$ cat config.mk
export PLATFORM = sky130hd
export DESIGN_NAME = freq_meter
export DESIGN_NICKNAME = d
export VERILOG_FILES = /design/src/rtl/freq_meter.sv
export SDC_FILE = /design/constraint.sdc
export NUM_CORES = 1
export LEC_CHECK = 0
export BUFFER_PORTS_ARGS = -buffer_cell sky130_fd_sc_hd__buf_2
export CAP_MARGIN = 20
export CORE_MARGIN = 2
export CORE_UTILIZATION = 60
export CTS_CLUSTER_SIZE = 16
export DETAILED_ROUTE_END_ITERATION = 6
export GPL_TIMING_DRIVEN = 0
export HOLD_SLACK_MARGIN = 0.05
export PLACE_DENSITY = 0.79
export SYNTH_ARGS = -nofsm -noshare
export SYNTH_HDL_FRONTEND = slang
export SYNTH_SLANG_ARGS = --single-unit
$ cat constraint.sdc
create_clock -name Clk -period 2.4 [get_ports Clk]
set_input_delay 0.48 -clock Clk [delete_from_list [all_inputs] [get_ports Clk]]
set_output_delay 0.48 -clock Clk [all_outputs]
set_load 0.03 [all_outputs]
$ cat src/rtl/freq_meter.sv
// freq_meter: counts rising edges of an asynchronous input over a fixed window
// of GATE_CYCLES system clocks and publishes the count once per window.
//
// Ports:
//   Clk      - system clock, all logic on its rising edge
//   Reset_n  - asynchronous active-low reset, clears all state
//   Enable   - 1 = measure continuously, 0 = abort / stay idle
//   Sig_In   - asynchronous signal under measurement
//   Freq_Out - edge count of the last completed window (saturating)
//   Valid    - one-clock pulse when Freq_Out updates
//   Overflow - last completed window saturated the counter
//   Busy     - high while a window is in progress
module freq_meter #(
  parameter int unsigned GATE_CYCLES = 100_000_000,
  parameter int unsigned COUNT_W     = 27,
  parameter int unsigned SYNC_STAGES = 2
) (
  input  logic               Clk,
  input  logic               Reset_n,
  input  logic               Enable,
  input  logic               Sig_In,
  output logic [COUNT_W-1:0] Freq_Out,
  output logic               Valid,
  output logic               Overflow,
  output logic               Busy
);

  localparam int unsigned GateW = (GATE_CYCLES > 1) ? $clog2(GATE_CYCLES) : 1;
  localparam logic [GateW-1:0]   GateLast = GateW'(GATE_CYCLES - 1);
  localparam logic [COUNT_W-1:0] CntMax   = '1;

  typedef enum logic [0:0] {StIdle, StMeasure} state_e;

  state_e               state_q;
  logic [SYNC_STAGES-1:0] sync_q;
  logic                 prev_q;
  logic [GateW-1:0]     gate_q;
  logic [COUNT_W-1:0]   cnt_q;
  logic                 sat_q;
  logic [COUNT_W-1:0]   freq_q;
  logic                 valid_q;
  logic                 ovf_q;
  logic                 busy_q;

  logic                 sync_out;
  logic                 sig_edge;
  logic                 cnt_full;
  logic                 sat_hit;
  logic                 is_last;
  logic [COUNT_W-1:0]   cnt_next;

  // Synchroniser and edge register run in every state so a window never
  // starts with a stale edge.
  always_ff @(posedge Clk or negedge Reset_n) begin
    if (!Reset_n) begin
      sync_q <= '0;
      prev_q <= 1'b0;
    end else begin
      sync_q <= {sync_q[SYNC_STAGES-2:0], Sig_In};
      prev_q <= sync_out;
    end
  end

  always_comb begin
    sync_out = sync_q[SYNC_STAGES-1];
    sig_edge = sync_out & ~prev_q;
    cnt_full = (cnt_q == CntMax);
    sat_hit  = sig_edge & cnt_full;
    is_last  = (gate_q == GateLast);
    cnt_next = cnt_q;
    if (sig_edge && !cnt_full) begin
      cnt_next = cnt_q + COUNT_W'(1);
    end
  end

  always_ff @(posedge Clk or negedge Reset_n) begin
    if (!Reset_n) begin
      state_q <= StIdle;
      gate_q  <= '0;
      cnt_q   <= '0;
      sat_q   <= 1'b0;
      freq_q  <= '0;
      valid_q <= 1'b0;
      ovf_q   <= 1'b0;
      busy_q  <= 1'b0;
    end else begin
      valid_q <= 1'b0;
      unique case (state_q)
        StIdle: begin
          gate_q <= '0;
          cnt_q  <= '0;
          sat_q  <= 1'b0;
          if (Enable) begin
            state_q <= StMeasure;
            busy_q  <= 1'b1;
          end
        end
        StMeasure: begin
          if (is_last) begin
            // An edge on the terminal cycle belongs to the closing window.
            freq_q  <= cnt_next;
            ovf_q   <= sat_q | sat_hit;
            valid_q <= 1'b1;
            gate_q  <= '0;
            cnt_q   <= '0;
            sat_q   <= 1'b0;
            if (!Enable) begin
              state_q <= StIdle;
              busy_q  <= 1'b0;
            end
          end else if (!Enable) begin
            // Abort: drop the partial window, keep the last published result.
            state_q <= StIdle;
            busy_q  <= 1'b0;
            gate_q  <= '0;
            cnt_q   <= '0;
            sat_q   <= 1'b0;
          end else begin
            gate_q <= gate_q + GateW'(1);
            cnt_q  <= cnt_next;
            sat_q  <= sat_q | sat_hit;
          end
        end
        default: begin
          state_q <= StIdle;
          busy_q  <= 1'b0;
        end
      endcase
    end
  end

  assign Freq_Out = freq_q;
  assign Valid    = valid_q;
  assign Overflow = ovf_q;
  assign Busy     = busy_q;

endmodule

* After elaboration in Yosys (flattened, before gate mapping)
Index checks and enable logic that the tools add are counted.
** Storage, ports and cells
- Input bits :: 4
- Output and inout port bits :: 30
- Flip-flop bits (word level) :: 89
** Operators by class
- Eq/ne operators :: 4
- Bitwise operators :: 5
- Multiplexer cells :: 16
- Reduce and logical (&&, ||, !) cells :: 4
- Add/sub/neg operators :: 2
** Operator list (count)
- 27-bit two-way mux :: 5
- 27-bit one-hot mux with 2 select lines :: 2
- 27-bit by 1-bit adder with 27-bit output, second input constant :: 2
- 27-bit == test, second input constant :: 2
- 1-bit two-way mux :: 7
- 2-bit != test, second input constant :: 2
- 1-bit one-hot mux with 2 select lines :: 2
- 2-bit AND reduction :: 2
- 1-bit bitwise AND :: 2
- 1-bit NOT :: 2
- 1-bit logical AND :: 1
- 1-bit zero test :: 1
- 1-bit bitwise OR :: 1

* Logic depth before layout (Yosys ltp)
- Depth in word-level cells :: 7
- Gate-level depth with buffers :: 9

* Worst setup path after synthesis
No wires, ideal clock.
- Path kind :: register -> register
- Start point :: reg gate_q[0]
- End point :: reg freq_q[17], in the netlist Freq_Out[17]
- Data arrival time :: 2029 ps
- Data required time :: 2331 ps
- Library setup time :: 69 ps
- Path slack :: 302 ps
- Period minus slack after synthesis :: 2098 ps
- Cell stages (with the launch flop) :: 9
- Path through :: dfrtp_1 > ha_1 > and3_1 > clkbuf_1 > nand4_1 > or2_2 > clkbuf_1 > or4_1 > nand3_1
** On the way
- Word-level cells in the longest chain between the ends :: 2
** RTL lines
- start: declaration :: RTL line 37 : logic [GateW-1:0] gate_q;
- start signal: assignment :: RTL line 119 : gate_q <= gate_q + GateW'(1);
- 27-bit == test :: RTL line 69 : is_last = (gate_q == GateLast);
- 2-bit AND reduction (no line)
- end signal: assignment :: RTL line 101 : freq_q <= cnt_next;
- end: declaration :: RTL line 40 : logic [COUNT_W-1:0] freq_q;
Every way passes these cells.
A chain may end at the register's enable or synchronous reset.

* Worst setup path in the final report
- Start point :: reg sync_q[1]
- End point :: reg freq_q[13], in the netlist Freq_Out[13]
** On the way
- Word-level cells in the longest chain between the ends :: 3
** RTL lines
- start: declaration :: RTL line 35 : logic [SYNC_STAGES-1:0] sync_q;
- start signal: assignment :: RTL line 59 : sync_q <= {sync_q[SYNC_STAGES-2:0], Sig_In};
- 1-bit bitwise AND :: RTL line 66 : sig_edge = sync_out & ~prev_q;
- 1-bit logical AND :: RTL line 71 : if (sig_edge && !cnt_full) begin
- 27-bit two-way mux :: RTL line 71
Every way passes these cells.

==> impl_metrics.csv <==
group,metric,value,unit
worst_setup_path,cp.required,2.70,ns
floorplanning,die_area,7820,sq um
sta,fin_worst_skew,0.0110,ns
layout,final_layout_size_suffix_gt1_frac,0.176,
routing,final_antenna_net_count,0,
routing,avgRoutedWirePerCell,16.1,um
floorplanning,initial_core_util,0.626,
synth,async_flop_share,1.00,
cts,clk_pin_slew_worst_paths,0.09,ns
synth,synth-compound-area-share,0.0875,
layout,diodes,0,
layout,fillers,528,
synth,synth_flop_cell,"dfrtp_1",
pwr,p_total,2.69,mW
sta,worst_slack,0.0929,ns
synth,synth_top_family_by_area,"simple AND/OR/NAND/NOR gates",
routing,drt_iter0_drc,249,
cts,htree_levels,3,
synth,synth_xor_area_frac,0.0778,
synth,synthSimpleGateAreaFrac,0.272,
worst_setup_path,worstReg2RegEnd,"Freq_Out[13]",
synth,syn-cell-area,4280,sq um
synth,seq_area_frac_synth,0.521,
sta,min_period,2.31,ns
synth,synth_area_leader_cell,"dfrtp_1",
placed_design,place_ws,-0.190,ns
routing,via_count,3547,
cts,cts_root_buf,"clkbuf_8",
synth,synth_cells,443,
floorplanning,ios,34,
synth,ys_warn_count,0,
layout,fin_area,4890,sq um
sta,max_slew_margin,0.528,
placed_design,io_buffers,33,
floorplanning,die_h,88.4,um
routing,drtPass1Iterations,5,
sta,max_freq,0.433,GHz
global_routing,antenna_found_initial,0,
min_path,hp-class,"input pin to async pin",
routing,post-route-drc-count,0,
worst_setup_path,setup.worst_path.start_class,"register",
global_routing,grt_use_met3,0.0345,
cts,cts.path.max_buffers,2,
worst_setup_path,worstPathArrival,2.60,ns
global_routing,overflow,0,
status,outcome,"completed",
worst_setup_path,r2r_slack,0.09,ns
synth,synth-edff-count,0,
pwr,p_leak,2.12,nW
global_routing,top_usage_layer,"met2",
layout,final_cells,591,
synth,synthAdderAreaFrac,0.00585,
synth,syn_nets,449,
placed_design,gp_congestion,0.894,
cts,cts_buffers,9,
synth,yosysTopAreaCellShare,0.521,
global_routing,grt_max_degree,48,
sta,drv_slew,0,
global_routing,grt_pass1_vias,3302,
cts,cts_tree,"done",
layout,fin_util,0.716,
sta,worst_pin_slew,0.703,ns
synth,ys_types,45,
worst_setup_path,cp-end-kind,"register",
routing,drt-total-wl,9.49,mm
sta,min_period_over_period,0.961,
layout,area_delta_synth_final,14.4,%
synth,synth_seq_cells,89,
global_routing,met2_usage,0.411,
global_routing,track_usage,0.252,
synth,synth_area_leaders,"dfrtp_1, nor2_1, xnor2_1, nand2_1, xor2_1",
layout,layout.nets,496,
synth,synthMuxAreaShare,0.00702,
sta,setup_violations,0,
global_routing,grt_pass1_wl,15.2,mm
pwr,worst_ir_drop_vdd,0.326,mV
sta,final_hold_viol_count,0,
cts,postCtsHoldBufs,0,
floorplanning,core_area,6830,sq um
worst_setup_path,crit_path_max_fanout,10,
global_routing,grtUsageMet1,0.335,
placed_design,placedInstanceArea,4590,sq um
placed_design,dp_cells,573,
cts,cts_sinks,89,
worst_setup_path,path_class,"register to register",
worst_setup_path,r2r_cells,7,
worst_setup_path,r2r-start,"sync_q[1]",
synth,avgSynthCellArea,9.65,sq um
placed_design,dpl.hpwl,6.55,mm
routing,viasPerCell,6.00,
floorplanning,rows,30,
run,drv_cap,0,
floorplanning,die_w,88.4,um
pwr,p_per_area,549,nW/um^2
cts,clkLatencyLatePin,0.36,ns
## Yosys cell counts, drive strengths merged (11+ instances only)
cell type,instances
clkbuf,11
nand2,46
inv,11
a21oi,16
or4,11
dfrtp,89
nor2,56
nand4,21
xor2,18
o21ai,32
nand3,26
or3,12
xnor2,20
## metal layers
metal | share of wire | wire length [um]
met4 | 0.024 | 226
met2 | 0.48 | 4600
met3 | 0.052 | 492
met1 | 0.44 | 4170
met5 | 0 | 0
## cells in the final DEF, fill, tap and decap left out, types with 16 or more instances in the layout
cell type and n:
dfrtp_1 89, nor2_1 56, nand2_1 46, buf_2 37
o21ai_0 30, nand3_1 26, nand4_1 20, xnor2_1 20
xor2_1 18, a21oi_1 16
## worst max-delay path: stages (launching register included)
cell and delay (ns):
dfrtp_1 0.37, nor2b_1 0.13, clkbuf_1 0.39, and3_1 0.32, o211ai_1 0.16, buf_4 0.19, or4_2 0.59, nand3_1 0.10
## layout make-up
| type | count | area, sq um | share of cell area |
|---|---|---|---|
| multi-input combinational | 324 | 1960 | 0.402 |
| inverter | 11 | 41.3 | 0.00844 |
| clock inverter | 5 | 62.6 | 0.0128 |
| timing repair buffer | 39 | 233 | 0.0476 |
| buffer | 16 | 91.3 | 0.0187 |
| tap | 96 | 120 | 0.0246 |
| sequential | 89 | 2230 | 0.455 |
| clock buffer | 11 | 151 | 0.0310 |
## cells by family (layout without fill, tap and decap cells)
logic type / after synthesis / in the layout
AND/OR/NAND/NOR: 217 / 217
buffers and inverters: 30 / 82
flip-flops: 89 / 89
XOR/XNOR: 38 / 38
adder cells (fa/ha/maj): 2 / 2
AO/OA/AOI/OAI: 64 / 64
multiplexers: 3 / 3
## what timing repair did
item,4_1_cts,5_1_grt
setup endpoints to repair,65,81
pin swaps,0,4
gates resized for setup,6,18
hold endpoints to repair,0,0
buffers inserted,0,5
## report_power, final
part           internal (mW)  switching (mW)  total (mW)
Sequential              1.51         0.00643        1.51
Combinational         0.0193          0.0599      0.0792
Clock                  0.544           0.552        1.10
Total                   2.07           0.618        2.69
## worst max path at each step
stage | cells past startpoint | from | endpoint
after CTS | 6 | cnt_q[19] | Freq_Out[7]
after floorplan | 8 | gate_q[0] | Freq_Out[17]
after detailed placement | 8 | gate_q[0] | Freq_Out[22]
final | 7 | sync_q[1] | Freq_Out[13]
after global routing | 7 | gate_q[17] | gate_q[17]
after global placement | 8 | gate_q[0] | Freq_Out[24]
## registers in the layout (all words and copies together) (netlist names)
name and count:
sync_q 2, gate_q 27, state_q 1, Freq_Out 27
Busy 1, Valid 1, sat_q 1, Overflow 1
prev_q 1, cnt_q 27
## stage by stage
step	hold WS [ns]	TNS (ns)
finish	0.102	0
global route	0.145	-0.221
CTS	0.119	0
detailed placement	0.363	-3.82
global placement	0.361	-1.71
floorplan	0.184	0
No activity file was read; power rests on OpenSTA's default activity.
